### src/rtl/rsa_frame_sequencer_pkg.sv
// Shared types and constants for the RSA frame sequencer.
// Package rsa_seq_pkg: FSM state encoding, frame geometry, default width
// and the all-ones word returned when an operand frame is rejected.
package rsa_seq_pkg;

    typedef enum logic [2:0] {
        ST_IDLE  = 3'd0,
        ST_RECV  = 3'd1,
        ST_CHECK = 3'd2,
        ST_START = 3'd3,
        ST_WAIT  = 3'd4,
        ST_SEND  = 3'd5
    } seq_state_t;

    localparam int DEFAULT_WIDTH = 32;
    localparam int FRAME_BYTES   = 12;
    localparam int RESULT_BYTES  = 4;

    localparam logic [DEFAULT_WIDTH-1:0] ERROR_WORD = {DEFAULT_WIDTH{1'b1}};

endpackage

### src/rtl/rsa_frame_sequencer_if.sv
// Byte-stream and modexp-core bus of the RSA frame sequencer.
// master: the sequencer side; slave: the uart_rx/uart_tx/core side.
interface rsa_frame_sequencer_if
    import rsa_seq_pkg::*;
#(
    parameter int WIDTH = DEFAULT_WIDTH
);
    logic             rx_valid;
    logic [7:0]       rx_data;
    logic             core_start;
    logic [WIDTH-1:0] core_msg;
    logic [WIDTH-1:0] core_exp;
    logic [WIDTH-1:0] core_mod;
    logic             core_done;
    logic [WIDTH-1:0] core_result;
    logic             tx_valid;
    logic [7:0]       tx_data;
    logic             tx_ready;

    modport master (
        input  rx_valid, rx_data, core_done, core_result, tx_ready,
        output core_start, core_msg, core_exp, core_mod, tx_valid, tx_data
    );

    modport slave (
        output rx_valid, rx_data, core_done, core_result, tx_ready,
        input  core_start, core_msg, core_exp, core_mod, tx_valid, tx_data
    );
endinterface

### src/rtl/rsa_frame_sequencer_gap_timer.sv
// rsa_byte_gap_timer: counts idle cycles between received frame bytes.
// The count saturates at TIMEOUT_CYCLES (never wraps); expire is high
// while the count sits at that limit.
module rsa_byte_gap_timer #(
    parameter int TIMEOUT_CYCLES = 1_000_000
) (
    input  logic clk,
    input  logic reset,
    input  logic clear,
    input  logic enable,
    output logic expire
);
    localparam int CW = $clog2(TIMEOUT_CYCLES + 1);
    localparam logic [CW-1:0] LIMIT = CW'(TIMEOUT_CYCLES);

    logic [CW-1:0] count_r;

    // Saturating idle counter; a clear (new byte or leaving RECV) restarts it.
    always_ff @(posedge clk) begin
        if (reset) begin
            count_r <= {CW{1'b0}};
        end else if (clear) begin
            count_r <= {CW{1'b0}};
        end else if (enable && (count_r != LIMIT)) begin
            count_r <= count_r + CW'(1);
        end else begin
            count_r <= count_r;
        end
    end

    assign expire = (count_r == LIMIT);

endmodule

### src/rtl/rsa_frame_sequencer.sv
// rsa_frame_sequencer: collects a 3*BYTES operand frame (M, E, N, each
// MSB-first) from uart_rx, runs one modexp transaction on the core and
// returns the result MSB-first through uart_tx.
// Optional build macro RSA_OPERAND_CHECK_EN: reject frames with N==0 or
// M>=N without starting the core, answering with an all-ones word.
module rsa_frame_sequencer
    import rsa_seq_pkg::*;
#(
    parameter int WIDTH          = DEFAULT_WIDTH,
    parameter int TIMEOUT_CYCLES = 1_000_000
) (
    input  logic                  clk,
    input  logic                  reset,
    input  logic                  go,
    rsa_frame_sequencer_if.master bus,
    output logic [WIDTH-1:0]      output_text,
    output logic                  busy,
    output logic                  done,
    output logic                  error
);
    localparam int BYTES     = WIDTH / 8;
    localparam int FRAME_LEN = 3 * BYTES;
    localparam int IDX_W     = $clog2(BYTES + 1);
    localparam logic [3:0]       LAST_BYTE = 4'(FRAME_LEN - 1);
    localparam logic [IDX_W-1:0] LAST_TX   = IDX_W'(BYTES - 1);

    seq_state_t         state_r;
    seq_state_t         state_s;
    logic [3*WIDTH-1:0] frame_r;
    logic [3:0]         byte_cnt_r;
    logic               core_start_r;
    logic [WIDTH-1:0]   core_msg_r;
    logic [WIDTH-1:0]   core_exp_r;
    logic [WIDTH-1:0]   core_mod_r;
    logic [WIDTH-1:0]   output_text_r;
    logic [WIDTH-1:0]   tx_shift_r;
    logic [IDX_W-1:0]   tx_idx_r;
    logic               tx_valid_r;
    logic               busy_r;
    logic               done_r;
    logic               error_r;
    logic               gap_clear_s;
    logic               gap_enable_s;
    logic               gap_expire_s;
    logic               operand_bad_s;
    logic [WIDTH-1:0]   frame_m_s;
    logic [WIDTH-1:0]   frame_e_s;
    logic [WIDTH-1:0]   frame_n_s;

    assign frame_m_s = frame_r[3*WIDTH-1 -: WIDTH];
    assign frame_e_s = frame_r[2*WIDTH-1 -: WIDTH];
    assign frame_n_s = frame_r[WIDTH-1:0];

`ifdef RSA_OPERAND_CHECK_EN
    assign operand_bad_s = (frame_n_s == {WIDTH{1'b0}}) || (frame_m_s >= frame_n_s);
`else
    assign operand_bad_s = 1'b0;
`endif

    // The gap timer only runs while a frame is being received.
    assign gap_enable_s = (state_r == ST_RECV);
    assign gap_clear_s  = (state_r != ST_RECV) || bus.rx_valid;

    rsa_byte_gap_timer #(
        .TIMEOUT_CYCLES(TIMEOUT_CYCLES)
    ) u_gap_timer (
        .clk   (clk),
        .reset (reset),
        .clear (gap_clear_s),
        .enable(gap_enable_s),
        .expire(gap_expire_s)
    );

    // State register and the registered busy flag that mirrors it.
    always_ff @(posedge clk) begin
        if (reset) begin
            state_r <= ST_IDLE;
            busy_r  <= 1'b0;
        end else begin
            state_r <= state_s;
            busy_r  <= (state_s != ST_IDLE);
        end
    end

    // Next-state logic; a byte on the timeout cycle keeps the frame alive.
    always_comb begin
        state_s = state_r;
        case (state_r)
            ST_IDLE: begin
                if (bus.rx_valid && go) state_s = ST_RECV;
                else                    state_s = ST_IDLE;
            end
            ST_RECV: begin
                if (bus.rx_valid) begin
                    if (byte_cnt_r == LAST_BYTE) state_s = ST_CHECK;
                    else                         state_s = ST_RECV;
                end else if (gap_expire_s) begin
                    state_s = ST_IDLE;
                end else begin
                    state_s = ST_RECV;
                end
            end
            ST_CHECK: begin
                if (operand_bad_s) state_s = ST_SEND;
                else               state_s = ST_START;
            end
            ST_START: state_s = ST_WAIT;
            ST_WAIT: begin
                if (bus.core_done) state_s = ST_WAIT == ST_WAIT ? ST_SEND : ST_WAIT;
                else               state_s = ST_WAIT;
            end
            ST_SEND: begin
                if (tx_valid_r && bus.tx_ready && (tx_idx_r == LAST_TX)) state_s = ST_IDLE;
                else                                                     state_s = ST_SEND;
            end
            default: state_s = ST_IDLE;
        endcase
    end

    // Frame assembly, operand/result registers, tx serializer and flags.
    always_ff @(posedge clk) begin
        if (reset) begin
            frame_r       <= {(3*WIDTH){1'b0}};
            byte_cnt_r    <= 4'd0;
            core_start_r  <= 1'b0;
            core_msg_r    <= {WIDTH{1'b0}};
            core_exp_r    <= {WIDTH{1'b0}};
            core_mod_r    <= {WIDTH{1'b0}};
            output_text_r <= {WIDTH{1'b0}};
            tx_shift_r    <= {WIDTH{1'b0}};
            tx_idx_r      <= {IDX_W{1'b0}};
            tx_valid_r    <= 1'b0;
            done_r        <= 1'b0;
            error_r       <= 1'b0;
        end else begin
            case (state_r)
                ST_IDLE: begin
                    if (bus.rx_valid && go) begin
                        frame_r    <= {frame_r[3*WIDTH-9:0], bus.rx_data};
                        byte_cnt_r <= 4'd1;
                        done_r     <= 1'b0;
                        error_r    <= 1'b0;
                    end
                end
                ST_RECV: begin
                    if (bus.rx_valid) begin
                        frame_r    <= {frame_r[3*WIDTH-9:0], bus.rx_data};
                        byte_cnt_r <= byte_cnt_r + 4'd1;
                    end else if (gap_expire_s) begin
                        byte_cnt_r <= 4'd0;
                        error_r    <= 1'b1;
                    end
                end
                ST_CHECK: begin
                    if (operand_bad_s) begin
                        error_r       <= 1'b1;
                        output_text_r <= {WIDTH{1'b1}};
                        tx_shift_r    <= {WIDTH{1'b1}};
                        tx_idx_r      <= {IDX_W{1'b0}};
                        tx_valid_r    <= 1'b1;
                    end else begin
                        core_msg_r   <= frame_m_s;
                        core_exp_r   <= frame_e_s;
                        core_mod_r   <= frame_n_s;
                        core_start_r <= 1'b1;
                    end
                end
                ST_START: begin
                    core_start_r <= 1'b0;
                end
                ST_WAIT: begin
                    if (bus.core_done) begin
                        output_text_r <= bus.core_result;
                        tx_shift_r    <= bus.core_result;
                        tx_idx_r      <= {IDX_W{1'b0}};
                        tx_valid_r    <= 1'b1;
                    end
                end
                ST_SEND: begin
                    if (tx_valid_r && bus.tx_ready) begin
                        tx_shift_r <= {tx_shift_r[WIDTH-9:0], 8'h00};
                        tx_idx_r   <= tx_idx_r + IDX_W'(1);
                        if (tx_idx_r == LAST_TX) begin
                            tx_valid_r <= 1'b0;
                            done_r     <= 1'b1;
                        end
                    end
                end
                default: begin
                    core_start_r <= 1'b0;
                    tx_valid_r   <= 1'b0;
                end
            endcase
        end
    end

    assign bus.core_start = core_start_r;
    assign bus.core_msg   = core_msg_r;
    assign bus.core_exp   = core_exp_r;
    assign bus.core_mod   = core_mod_r;
    assign bus.tx_valid   = tx_valid_r;
    assign bus.tx_data    = tx_shift_r[WIDTH-1 -: 8];
    assign output_text    = output_text_r;
    assign busy           = busy_r;
    assign done           = done_r;
    assign error          = error_r;

endmodule

### src/flat_wrapper.sv
// flat-port wrapper written by rule: the top's interface ports become plain ports
module rsa_frame_sequencer_flat import rsa_seq_pkg::*;
#(
    parameter int WIDTH          = DEFAULT_WIDTH,
    parameter int TIMEOUT_CYCLES = 1_000_000
)
  (clk, reset, go, output_text, busy, done, error, bus_rx_valid, bus_rx_data, bus_core_done, bus_core_result, bus_tx_ready, bus_core_start, bus_core_msg, bus_core_exp, bus_core_mod, bus_tx_valid, bus_tx_data);
  rsa_frame_sequencer_if #(.WIDTH(WIDTH)) bus_i ();
  input  logic clk;
  input  logic reset;
  input  logic go;
  output logic [WIDTH-1:0] output_text;
  output logic busy;
  output logic done;
  output logic error;
  input wire logic [$bits(bus_i.rx_valid)-1:0] bus_rx_valid;
  input wire logic [$bits(bus_i.rx_data)-1:0] bus_rx_data;
  input wire logic [$bits(bus_i.core_done)-1:0] bus_core_done;
  input wire logic [$bits(bus_i.core_result)-1:0] bus_core_result;
  input wire logic [$bits(bus_i.tx_ready)-1:0] bus_tx_ready;
  output wire logic [$bits(bus_i.core_start)-1:0] bus_core_start;
  output wire logic [$bits(bus_i.core_msg)-1:0] bus_core_msg;
  output wire logic [$bits(bus_i.core_exp)-1:0] bus_core_exp;
  output wire logic [$bits(bus_i.core_mod)-1:0] bus_core_mod;
  output wire logic [$bits(bus_i.tx_valid)-1:0] bus_tx_valid;
  output wire logic [$bits(bus_i.tx_data)-1:0] bus_tx_data;
  assign bus_i.rx_valid = bus_rx_valid;
  assign bus_i.rx_data = bus_rx_data;
  assign bus_i.core_done = bus_core_done;
  assign bus_i.core_result = bus_core_result;
  assign bus_i.tx_ready = bus_tx_ready;
  assign bus_core_start = bus_i.core_start;
  assign bus_core_msg = bus_i.core_msg;
  assign bus_core_exp = bus_i.core_exp;
  assign bus_core_mod = bus_i.core_mod;
  assign bus_tx_valid = bus_i.tx_valid;
  assign bus_tx_data = bus_i.tx_data;
  rsa_frame_sequencer #(.WIDTH(WIDTH), .TIMEOUT_CYCLES(TIMEOUT_CYCLES)) u_core (.clk(clk), .reset(reset), .go(go), .bus(bus_i), .output_text(output_text), .busy(busy), .done(done), .error(error));
endmodule
### config.mk
export PLATFORM = sky130hd
export DESIGN_NAME = rsa_frame_sequencer_flat
export DESIGN_NICKNAME = d
export VERILOG_FILES = /design/src/rtl/rsa_frame_sequencer_pkg.sv /design/src/rtl/rsa_frame_sequencer_if.sv /design/src/rtl/rsa_frame_sequencer_gap_timer.sv /design/src/rtl/rsa_frame_sequencer.sv /design/src/flat_wrapper.sv
export SDC_FILE = /design/constraint.sdc
export NUM_CORES = 1
export LEC_CHECK = 0
export BUFFER_PORTS_ARGS = -buffer_cell sky130_fd_sc_hd__buf_2
export CAP_MARGIN = 20
export CORE_MARGIN = 2
export CORE_UTILIZATION = 50
export DETAILED_ROUTE_END_ITERATION = 16
export PLACE_DENSITY = 0.86
export SYNTH_ARGS = -nofsm -noshare
export SYNTH_HDL_FRONTEND = slang
export SYNTH_SLANG_ARGS = --single-unit
export TNS_END_PERCENT = 20
### constraint.sdc
create_clock -name clk -period 1.6 [get_ports clk]
set_input_delay 0.32 -clock clk [delete_from_list [all_inputs] [get_ports clk]]
set_output_delay 0.32 -clock clk [all_outputs]
set_load 0.05 [all_outputs]
==> results.json <==
{
  "status": "finished with violations",
  "violations": "negative setup slack",
  "period_minus_slack_ns": 1.744,
  "grt_pass1_wl_um": 45890,
  "vias": 10030,
  "dpl-instance-area_um2": 12190,
  "p_leak_nw": 5.231,
  "crit_type": "reg -> reg",
  "hold_path.startpoint": "bus_rx_data[7]",
  "layout_common_cells": "nand2_1, dfxtp_1, a21oi_1",
  "final_cell_area_um2": 13670,
  "synthCells": 1355,
  "die_area_um2": 22790,
  "crit_path_top_delay_cell": "dfxtp_2",
  "r2r_setup_slack_ns": -0.14,
  "syn_area_per_cell_um2": 7.971,
  "first_pass_iters": 5,
  "pin_count": 187,
  "clock_skew_ns": 0.008753,
  "relSlewSlack_pct": 55.72,
  "cts_made_buffers": 30,
  "cp-end-kind": "register",
  "drtIter0Drc": 666,
  "start_kind": "register",
  "yosysSeqAreaShare_pct": 53.94,
  "critPathBufInv": 2,
  "worstMarginPinSlew_ns": 0.6642,
  "clock_latency_ns": 0.55,
  "grt_pass1_vias": 9465,
  "antenna_found_initial": 0,
  "antenna_cells": 0,
  "wl_per_cell_um": 16.13,
  "coreArea_um2": 21090,
  "fillers": 1676,
  "track_usage_pct": 24.49,
  "drive_gt1_share_pct": 23.50,
  "cts_tree": "built",
  "synth_edf_count": 0,
  "grt_max_degree": 158,
  "syn_nets": 1406,
  "final.setup.worst_slack_ns": -0.1442,
  "max_cap_violations": 0,
  "h-tree-depth": 1,
  "peakVddDrop_uv": 900.9,
  "dp_hpwl_um": 18330,
  "initial_core_util_pct": 51.22,
  "whs_path_depth": 3,
  "hp-class": "in -> reg",
  "die_w_um": 151.0,
  "power_density_nw_per_um2": 1080,
  "setup-tns-final_ns": -0.3924,
  "final_common_cell": "nand2_1",
  "setup_viol": 12,
  "synth-seq-cells": 291,
  "finalMaxSlewViolations": 0,
  "hold_violations": 0,
  "synth_async_sr_flop_share_pct": 0,
  "r2r_cells": 8,
  "cts.sinks": 291,
  "num_rows": 53,
  "utilization_pct": 64.81,
  "synth-main-ff-cell": "dfxtp_1",
  "fmax_mhz": 573.3,
  "viasPerCell": 5.489,
  "fin_crit_sh_pct": 109.0,
  "port_buffers": 186,
  "drc": 0,
  "clk_pin_slew_ns": 0.06,
  "gp_congestion": 0.9069,
  "clock-root-buffer": "clkbuf_16",
  "antenna_left": 0,
  "r2r-start": "u_core.u_gap_timer.count_r[1]$_SDFFE_PP0N_",
  "cts_buffer_depth": 3,
  "cp_max_fo": 3,
  "synthDistinctLibCells": 56,
  "hold_end": "u_core.frame_r[7]$_SDFFE_PP0P_",
  "worstPathRequired_ns": 2.03,
  "crit_chain": "inv_2, ha_4, nor4bb_4, and3_4, buf_4, a21oi_1, xnor2_1, nor2_1",
  "seqCellArea_um2": 5842,
  "post-place-ws_ns": -0.2095,
  "nNetsFinal": 1582,
  "yosys_warnings": 0,
  "synth_area_um2": 10800,
  "r2r_end": "u_core.u_gap_timer.count_r[2]$_SDFFE_PP0N_",
  "multi_input_area_um2": 4782,
  "grt_overflow": 0,
  "rsz0062_at_grt": "yes",
  "wirelength_um": 29490,
  "die_height_um": 151.0,
  "synthToLayoutAreaGrowth_pct": 26.54,
  "crit_arrival_ns": 2.17,
  "path_delay_family": "simple AND/OR/NAND/NOR gates",
  "max_stage_delay_ns": 0.33
}
## kinds of logic (layout without fill, tap and decap cells)
family / Yosys count / after routing / share of synthesized area (%)
adders and majority gates: 5 / 5 / 0.5792
xor gates and xnor gates: 13 / 13 / 1.054
AOI/OAI and AO/OA: 301 / 301 / 15.26
and+or+nand+nor: 629 / 630 / 24.28
DFF: 291 / 291 / 53.94
muxes: 1 / 1 / 0.09268
buffers and inverters: 115 / 312 / 4.796
## timing repair
action | in CTS | in global routing
endpoints found under the hold margin | 1 | 0
pin swaps | 5 | 37
setup buffers | 4 | 7
gates resized for setup | 33 | 42
cloned | 2 | 2
hold buffers | 1 | 0
endpoints found under the setup margin | 60 | 67
## sequential cells by signal (all words and copies together), names as in the netlist
register and count:
u_core.bus.core_exp 32, u_core.bus.core_mod 32, u_core.bus.core_msg 32, u_core.bus.core_start 1, u_core.bus.tx_valid 1, u_core.busy 1, u_core.byte_cnt_r 4, u_core.done 1
u_core.error 1, u_core.frame_r 96, u_core.output_text 32, u_core.state_r 3, u_core.tx_idx_r 3, u_core.tx_shift_r 32, u_core.u_gap_timer.count_r 20
## worst max-delay path by stage
stage / start / endpoint / slack (ns) / cells past startpoint
after global routing: u_core.state_r[1]$_SDFF_PP0_ / u_core.u_gap_timer.count_r[2]$_SDFFE_PP0N_ / -0.18 / 7
after detailed placement: u_core.u_gap_timer.count_r[1]$_SDFFE_PP0N_ / u_core.u_gap_timer.count_r[12]$_SDFFE_PP0N_ / -0.21 / 8
after global placement: u_core.u_gap_timer.count_r[0]$_SDFFE_PP0N_ / u_core.u_gap_timer.count_r[12]$_SDFFE_PP0N_ / -0.09 / 8
final: u_core.u_gap_timer.count_r[1]$_SDFFE_PP0N_ / u_core.u_gap_timer.count_r[2]$_SDFFE_PP0N_ / -0.14 / 8
after floorplan: u_core.u_gap_timer.count_r[0]$_SDFFE_PP0N_ / u_core.u_gap_timer.count_r[8]$_SDFFE_PP0N_ / -0.04 / 7
after CTS: u_core.state_r[1]$_SDFF_PP0_ / u_core.tx_shift_r[9]$_SDFFE_PP0P_ / -0.02 / 8
## metal layers
metal  global-route usage (%)  vias to the layer above  routed length, um
li1                         -                     4851                  -
met1                    30.64                     4692              11740
met2                    41.66                      405              14380
met3                    4.729                       85               2290
met4                    9.813                        0               1082
met5                        0                        -                  0
## where the power goes
group          internal (W)  switching [W]  total [W]
logic              0.000154       0.000361   0.000516
clock network       0.00410        0.00285    0.00695
registers           0.00727      0.0000255    0.00730
## layout make-up
cell class	count	area share (%)
inverter	8	0.2197
tap	275	2.518
sequential	291	42.74
multi-input combinational	950	34.99
clock buffer	43	6.363
clock inverter	11	0.9430
timing repair buffer	250	12.22
## through the flow
step | total power [W] | std cells | hold slack [ns]
floorplan | 0.007743 | 1355 | 0.4306
global placement | 0.007937 | 1760 | 0.4390
detailed placement | 0.007940 | 1760 | 0.4430
CTS | 0.01483 | 1820 | 0.005256
global route | 0.01519 | 1828 | 0.01761
finish | 0.01476 | 1828 | 0.01595
## worst reg2reg max path, cell delays in order, from the launching register on
cell	delay [ns]
dfxtp_2	0.33
inv_2	0.07
ha_4	0.14
nor4bb_4	0.27
and3_4	0.28
buf_4	0.11
a21oi_1	0.09
xnor2_1	0.26
nor2_1	0.08
## cell usage after synthesis, drive strengths merged, types with 3 or more instances
cell type	instances	area, um^2
a21oi	250	1251
a311oi	25	219.0
a31oi	3	18.77
and3	3	18.77
and4	3	30.03
buf	52	281.5
clkbuf	55	206.5
dfxtp	291	5826
ha	5	62.56
inv	8	30.03
nand2	496	1862
nand3	29	150.1
nand4	9	77.57
nor2	51	193.9
nor2b	3	18.77
nor3	7	40.04
nor4	5	31.28
nor4b	4	41.29
o21ai	12	60.05
or3	3	21.27
or4	3	22.52
xnor2	8	70.07
xor2	5	43.79
No activity file was read; power rests on OpenSTA's default activity.
